$ cat src/rtl/memory_arbiter.sv
`default_nettype none
// ============================================================================
//  Module   : memory_arbiter
//  Purpose  : Round-robin arbiter that shares one memory port between three
//             requesters (0 = instruction fetch, 1 = load/store, 2 = UART
//             loader). One transaction is outstanding at a time. The flow is
//             IDLE (arbitrate and accept), ISSUE (downstream handshake), then
//             WAIT_RESP (downstream completion).
//  Optional : MEMORY_ARBITER_WATCHDOG_EN builds a response watchdog. It aborts
//             WAIT_RESP after WATCHDOG_CYCLES cycles with a zero-data response
//             and a timeout_error pulse. Without it, WAIT_RESP waits forever.
//  Ports    :
//    clock, clear            - clock (rising edge), async active-low reset
//    chN_req_valid/ready     - per-channel request handshake (ready is
//                              combinational in the accepting IDLE cycle)
//    chN_req_write/address/write_data - per-channel request fields
//    chN_resp_valid          - one-cycle completion pulse to the owner
//    chN_resp_read_data      - read data while resp_valid, otherwise 0
//    mem_req_*               - downstream request (valid/ready handshake)
//    mem_resp_valid/read_data- downstream completion (reads and writes)
//    grant                   - owning channel, 3 when idle
//    timeout_error           - one-cycle pulse on a watchdog abort
//  Revision : 1.0  initial release
// ============================================================================
module memory_arbiter #(
  parameter int ADDRESS_WIDTH   = 32,
  parameter int DATA_WIDTH      = 32,
  parameter int WATCHDOG_CYCLES = 64
) (
  input  logic                     clock,
  input  logic                     clear,
  // channel 0 : instruction fetch
  input  logic                     ch0_req_valid,
  output logic                     ch0_req_ready,
  input  logic                     ch0_req_write,
  input  logic [ADDRESS_WIDTH-1:0] ch0_req_address,
  input  logic [DATA_WIDTH-1:0]    ch0_req_write_data,
  output logic                     ch0_resp_valid,
  output logic [DATA_WIDTH-1:0]    ch0_resp_read_data,
  // channel 1 : load/store
  input  logic                     ch1_req_valid,
  output logic                     ch1_req_ready,
  input  logic                     ch1_req_write,
  input  logic [ADDRESS_WIDTH-1:0] ch1_req_address,
  input  logic [DATA_WIDTH-1:0]    ch1_req_write_data,
  output logic                     ch1_resp_valid,
  output logic [DATA_WIDTH-1:0]    ch1_resp_read_data,
  // channel 2 : UART loader
  input  logic                     ch2_req_valid,
  output logic                     ch2_req_ready,
  input  logic                     ch2_req_write,
  input  logic [ADDRESS_WIDTH-1:0] ch2_req_address,
  input  logic [DATA_WIDTH-1:0]    ch2_req_write_data,
  output logic                     ch2_resp_valid,
  output logic [DATA_WIDTH-1:0]    ch2_resp_read_data,
  // downstream memory
  output logic                     mem_req_valid,
  input  logic                     mem_req_ready,
  output logic                     mem_req_write,
  output logic [ADDRESS_WIDTH-1:0] mem_req_address,
  output logic [DATA_WIDTH-1:0]    mem_req_write_data,
  input  logic                     mem_resp_valid,
  input  logic [DATA_WIDTH-1:0]    mem_resp_read_data,
  // status
  output logic [1:0]               grant,
  output logic                     timeout_error
);

  typedef enum logic [1:0] {
    IDLE      = 2'd0,
    ISSUE     = 2'd1,
    WAIT_RESP = 2'd2
  } state_t;

  localparam logic [1:0] NO_GRANT = 2'd3;

  if (WATCHDOG_CYCLES < 1) begin : g_watchdog_param_check
    $error("memory_arbiter: WATCHDOG_CYCLES must be at least 1");
  end

  state_t                   state;
  logic [1:0]               last_grant;
  logic                     lat_write;
  logic [ADDRESS_WIDTH-1:0] lat_address;
  logic [DATA_WIDTH-1:0]    lat_write_data;
  logic [2:0]               resp_pulse;
  logic [DATA_WIDTH-1:0]    resp_data;

  // Gather the channels into indexable form.
  logic [2:0]               req_valid;
  logic [2:0]               req_write;
  logic [ADDRESS_WIDTH-1:0] req_address    [3];
  logic [DATA_WIDTH-1:0]    req_write_data [3];

  assign req_valid         = {ch2_req_valid, ch1_req_valid, ch0_req_valid};
  assign req_write         = {ch2_req_write, ch1_req_write, ch0_req_write};
  assign req_address[0]    = ch0_req_address;
  assign req_address[1]    = ch1_req_address;
  assign req_address[2]    = ch2_req_address;
  assign req_write_data[0] = ch0_req_write_data;
  assign req_write_data[1] = ch1_req_write_data;
  assign req_write_data[2] = ch2_req_write_data;

  function automatic logic [1:0] next_ch(input logic [1:0] ch);
    return (ch >= 2'd2) ? 2'd0 : ch + 2'd1;
  endfunction

  // Round-robin search, starting one past the previous winner.
  logic [1:0] first_ch;
  logic [1:0] second_ch;
  logic [1:0] third_ch;
  logic [1:0] winner;
  logic       accept;

  always_comb begin
    first_ch  = next_ch(last_grant);
    second_ch = next_ch(first_ch);
    third_ch  = next_ch(second_ch);
    winner    = third_ch;
    if (req_valid[first_ch]) begin
      winner = first_ch;
    end else if (req_valid[second_ch]) begin
      winner = second_ch;
    end
  end

  // clear is folded in so that no ready can leak out while held in reset.
  assign accept = clear && (state == IDLE) && (|req_valid);

  assign ch0_req_ready = accept && (winner == 2'd0);
  assign ch1_req_ready = accept && (winner == 2'd1);
  assign ch2_req_ready = accept && (winner == 2'd2);

  assign mem_req_valid      = (state == ISSUE);
  assign mem_req_write      = lat_write;
  assign mem_req_address    = lat_address;
  assign mem_req_write_data = lat_write_data;

  assign ch0_resp_valid     = resp_pulse[0];
  assign ch1_resp_valid     = resp_pulse[1];
  assign ch2_resp_valid     = resp_pulse[2];
  assign ch0_resp_read_data = resp_pulse[0] ? resp_data : '0;
  assign ch1_resp_read_data = resp_pulse[1] ? resp_data : '0;
  assign ch2_resp_read_data = resp_pulse[2] ? resp_data : '0;

`ifdef MEMORY_ARBITER_WATCHDOG_EN
  localparam int WD_W = (WATCHDOG_CYCLES > 1) ? $clog2(WATCHDOG_CYCLES) : 1;
  localparam logic [WD_W-1:0] WD_LAST = WD_W'(WATCHDOG_CYCLES - 1);

  logic [WD_W-1:0] wd_count;
  logic            timeout_pulse;

  assign timeout_error = timeout_pulse;
`else
  assign timeout_error = 1'b0;
`endif

  always_ff @(posedge clock or negedge clear) begin
    if (!clear) begin
      state          <= IDLE;
      last_grant     <= 2'd2;
      grant          <= NO_GRANT;
      lat_write      <= 1'b0;
      lat_address    <= '0;
      lat_write_data <= '0;
      resp_pulse     <= 3'b000;
      resp_data      <= '0;
`ifdef MEMORY_ARBITER_WATCHDOG_EN
      wd_count       <= '0;
      timeout_pulse  <= 1'b0;
`endif
    end else begin
      // Completion outputs are single-cycle pulses.
      resp_pulse <= 3'b000;
      resp_data  <= '0;
`ifdef MEMORY_ARBITER_WATCHDOG_EN
      timeout_pulse <= 1'b0;
`endif
      case (state)
        IDLE: begin
          if (accept) begin
            lat_write      <= req_write[winner];
            lat_address    <= req_address[winner];
            lat_write_data <= req_write_data[winner];
            last_grant     <= winner;
            grant          <= winner;
            state          <= ISSUE;
          end
        end
        ISSUE: begin
          if (mem_req_ready) begin
`ifdef MEMORY_ARBITER_WATCHDOG_EN
            wd_count <= '0;
`endif
            state <= WAIT_RESP;
          end
        end
        WAIT_RESP: begin
          if (mem_resp_valid) begin
            resp_pulse[grant] <= 1'b1;
            // Write completions carry no data.
            resp_data <= lat_write ? '0 : mem_resp_read_data;
            grant     <= NO_GRANT;
            state     <= IDLE;
          end
`ifdef MEMORY_ARBITER_WATCHDOG_EN
          else if (wd_count == WD_LAST) begin
            resp_pulse[grant] <= 1'b1;
            timeout_pulse     <= 1'b1;
            grant             <= NO_GRANT;
            state             <= IDLE;
          end else begin
            wd_count <= wd_count + 1'b1;
          end
`endif
        end
        default: begin
          grant <= NO_GRANT;
          state <= IDLE;
        end
      endcase
    end
  end

endmodule
`default_nettype wire

$ cat config.mk
export PLATFORM = sky130hd
export DESIGN_NAME = memory_arbiter
export DESIGN_NICKNAME = d
export VERILOG_FILES = /design/src/rtl/memory_arbiter.sv
export SDC_FILE = /design/constraint.sdc
export NUM_CORES = 1
export LEC_CHECK = 0
export BUFFER_PORTS_ARGS = -buffer_cell sky130_fd_sc_hd__buf_2
export CAP_MARGIN = 5
export CELL_PAD_IN_SITES_DETAIL_PLACEMENT = 0
export CELL_PAD_IN_SITES_GLOBAL_PLACEMENT = 2
export CORE_MARGIN = 1
export CORE_UTILIZATION = 19
export CTS_BUF_LIST = sky130_fd_sc_hd__clkbuf_4 sky130_fd_sc_hd__clkbuf_8
export CTS_CLUSTER_SIZE = 28
export DETAILED_ROUTE_END_ITERATION = 16
export PLACE_DENSITY = 0.75
export SYNTH_ARGS = -nofsm -noshare
export SYNTH_HDL_FRONTEND = slang
export SYNTH_SLANG_ARGS = --single-unit
$ cat constraint.sdc
create_clock -name clock -period 1.8 [get_ports clock]
set_clock_uncertainty 0.2 [all_clocks]
set_input_delay 0.27 -clock clock [delete_from_list [all_inputs] [get_ports clock]]
set_output_delay 0.27 -clock clock [all_outputs]
set_load 0.01 [all_outputs]
==> impl_metrics.tcl <==
set metrics [dict create \
    status "finished, violations left" \
    violations "setup timing" \
    power_density_nw_per_um2 1070 \
    comb_power_share 0.535 \
    critPathLaunchType "flip-flop" \
    seq_area_frac_synth 0.485 \
    r2r_cells 7 \
    holdPathEnd "mem_req_address[24]" \
    dpl_cell_area_sq_um 8310 \
    critical_path_class "reg -> out" \
    dp_hpwl_mm 18.1 \
    wl_met1_mm 11.2 \
    cp_max_fo 4 \
    drive_gt1_frac 0.386 \
    clockPowerShare 0.151 \
    wirelength_mm 28.3 \
    dr_total_vias 7417 \
    path_buf_inv 1 \
    slew_violations 0 \
    route.detailed.drc 0 \
    io_buffers 403 \
    final.min_clock_period_ns 2.20 \
    path_cells "or3b_2, nand3_4, nor2_2, and2_4, buf_6" \
    mostFrequentLayoutCell "buf_2" \
    synth.distinct_cells 31 \
    critPathSlowestCell "or3b_2" \
    grt_first_pass_wirelength_mm 40.9 \
    rows 61 \
    setup_total_negative_slack_ns -13.02 \
    antenna_left 0 \
    p_sw_frac 0.407 \
    die_h_microns 172 \
    cts-root-buf "clkbuf_8" \
    track_usage 0.183 \
    die-area_sq_um 29500 \
    hold_viol 0 \
    clock_path_buffers 2 \
    synth_warnings 0 \
    cap_violations 0 \
    whs_path_depth 3 \
    cts_buffers 9 \
    slew_headroom 0.582 \
    hp-start "ch1_req_address[24]" \
    maxUsedRoutingLayer "met4" \
    reg2reg_slack_ns -0.22 \
    grt_max_degree 107 \
    p_leak_nw 5.54 \
    clk_latency_ns 0.38 \
    wl_met2_mm 14.5 \
    period_share 1.22 \
    tightest_slew_ns 0.626 \
    rsz0062_at_grt "yes" \
    worst_slack_ns -0.403 \
    syn_area_sq_um 5480 \
    cts_tree "done" \
    grt_antenna_before_repair 2 \
    power.internal_w 0.00719 \
    gp_congestion 0.777 \
    required_ns 1.33 \
    synth_top_area_frac 0.470 \
    clock_sinks 106 \
    fillers 2841 \
    cp-end-kind "output port" \
    post-route-util 0.402 \
    synth_cells 654 \
    synth_nets 888 \
    grt-ovfl-total 0 \
    syn_area_per_cell_sq_um 8.38 \
    setup_viol 65 \
    synthTopCellsByArea "dfrtp_1 47%, and2_1 15%, a31oi_1 7.4%" \
    core-area_sq_um 28100 \
    grt_pass1_vias 7500 \
    crit_family "simple AND/OR/NAND/NOR gates" \
    route.met3.wl_mm 2.00 \
    cts_max_level 3 \
    hp-class "in -> reg" \
    layout_common_cells "398 x buf_2, 228 x dlygate4sd3_1, 128 x and2_1" \
    fin_area_sq_um 11300 \
    avgRoutedWirePerCell_microns 16.7 \
    initial_utilization 0.195 \
    synth_top_area_cell "dfrtp_1" \
    p_switching_w 0.00494 \
    ioPinCount 405 \
    regToRegEndpoint "mem_req_write_data[13]" \
    worst_ep_arrival_time_ns 1.73 \
    seqPwrFrac 0.313 \
    clkTransAtPathRegs_ns 0.10 \
    layout-area-overhead-vs-synth_pct 106 \
    drt_iter0_markers 298 \
    fmax_mhz 454 \
    peakVddDrop_uv 476 \
    whs_ns 0.0290 \
    critPathMaxStageDelay_ns 0.51 \
    r2r-start "last_grant[0]" \
    synth_seq_cells 106 \
    die_x_microns 172 \
    firstDrtPassIters 6 \
    routed_via_density 4.37 \
    nNetsFinal 1546 \
]
[power groups by stage]
stage / Sequential (W) / Combinational (W) / Clock, W
final: 0.00380 / 0.00649 / 0.00183
after global routing: 0.00392 / 0.00707 / 0.00200
after CTS: 0.00380 / 0.00625 / 0.00192
after detailed placement: 0.00385 / 0.00532 / 0
after global placement: 0.00380 / 0.00534 / 0
after floorplan: 0.00414 / 0.00231 / 0
[worst register-to-register path, stage by stage (launching register included)]
cell and delay, ns:
dfrtp_1 0.41, or3b_2 0.51, nand3_4 0.13, buf_4 0.13, buf_12 0.16, clkbuf_16 0.18, a21oi_1 0.06, a31oi_1 0.17
[cell usage after synthesis]
library cell    n
nor3b_1         2
buf_1           1
buf_4           2
o21a_1          3
inv_1           1
a21oi_1        65
or2_2           1
dfstp_2         3
buf_2           8
nor2b_1         3
dfrtp_1       103
nor3_1          1
nor4_1          1
or3b_2          1
and2_1        129
clkbuf_1       43
and3_1          1
nand3_2         1
conb_1          1
buf_6           2
o21ai_0        68
a22o_1          1
or4b_1          1
nand3_1         1
nor2_1         72
nand3b_1        2
nand2b_1        3
nand2_1        67
or3_1           1
a31oi_1        65
o22a_1          1
[what timing repair did]
| item | CTS | global route |
|---|---|---|
| endpoints found under the setup margin | 68 | 99 |
| endpoints found under the hold margin | 202 | 0 |
| resized for setup | 31 | 23 |
| pin swaps | 6 | 8 |
| cloned | 6 | 3 |
| setup buffers | 8 | 3 |
| hold buffers | 228 | 0 |
[area by class of cell]
class	instances	area, sq um	share of cell area
timing repair buffer	703	5290	0.468
sequential	106	2660	0.235
multi-input combinational	491	2640	0.234
tap	378	473	0.0419
clock buffer	9	124	0.0110
clock inverter	7	106	0.00941
antenna	2	5.00	0.000443
inverter	1	3.75	0.000332
[worst max-delay path by stage]
stage	from	endpoint	slack [ns]	cells after the start
after CTS	last_grant[1]	ch2_req_ready	-0.43	7
final	last_grant[0]	ch2_req_ready	-0.40	5
after global placement	ch2_req_valid	ch2_req_ready	-0.18	6
after detailed placement	ch2_req_valid	ch2_req_ready	-0.19	6
after global routing	last_grant[1]	ch1_req_ready	-0.48	5
after floorplan	last_grant[0]	ch1_req_ready	-0.05	5
[flip-flops by register name, summed over array words and instances (netlist names)]
register,cells
mem_req_address,32
mem_req_write_data,32
resp_data,32
resp_pulse,3
grant,2
last_grant,2
state,2
mem_req_write,1
[stage by stage]
step	total power (W)	instances	setup WS, ns
after CTS	0.0120	1689	-0.428
after floorplan	0.00645	654	-0.0462
after global placement	0.00914	1431	-0.180
after detailed placement	0.00917	1431	-0.188
final	0.0121	1697	-0.403
after global routing	0.0130	1697	-0.477
[routing by layer]
metal,vias to the layer above,global-route usage
met5,-,0
met4,0,0.0639
met3,37,0.0405
met2,368,0.340
met1,3483,0.203
li1,3529,-
[logic make-up after synthesis]
logic type      after synthesis  synth area share
compound gates              203             0.203
simple gates                287             0.266
other cells                   1          0.000684
flops                       106             0.485
buf+inv                      57            0.0450
Note: power is estimated with default switching activity, not from simulation.
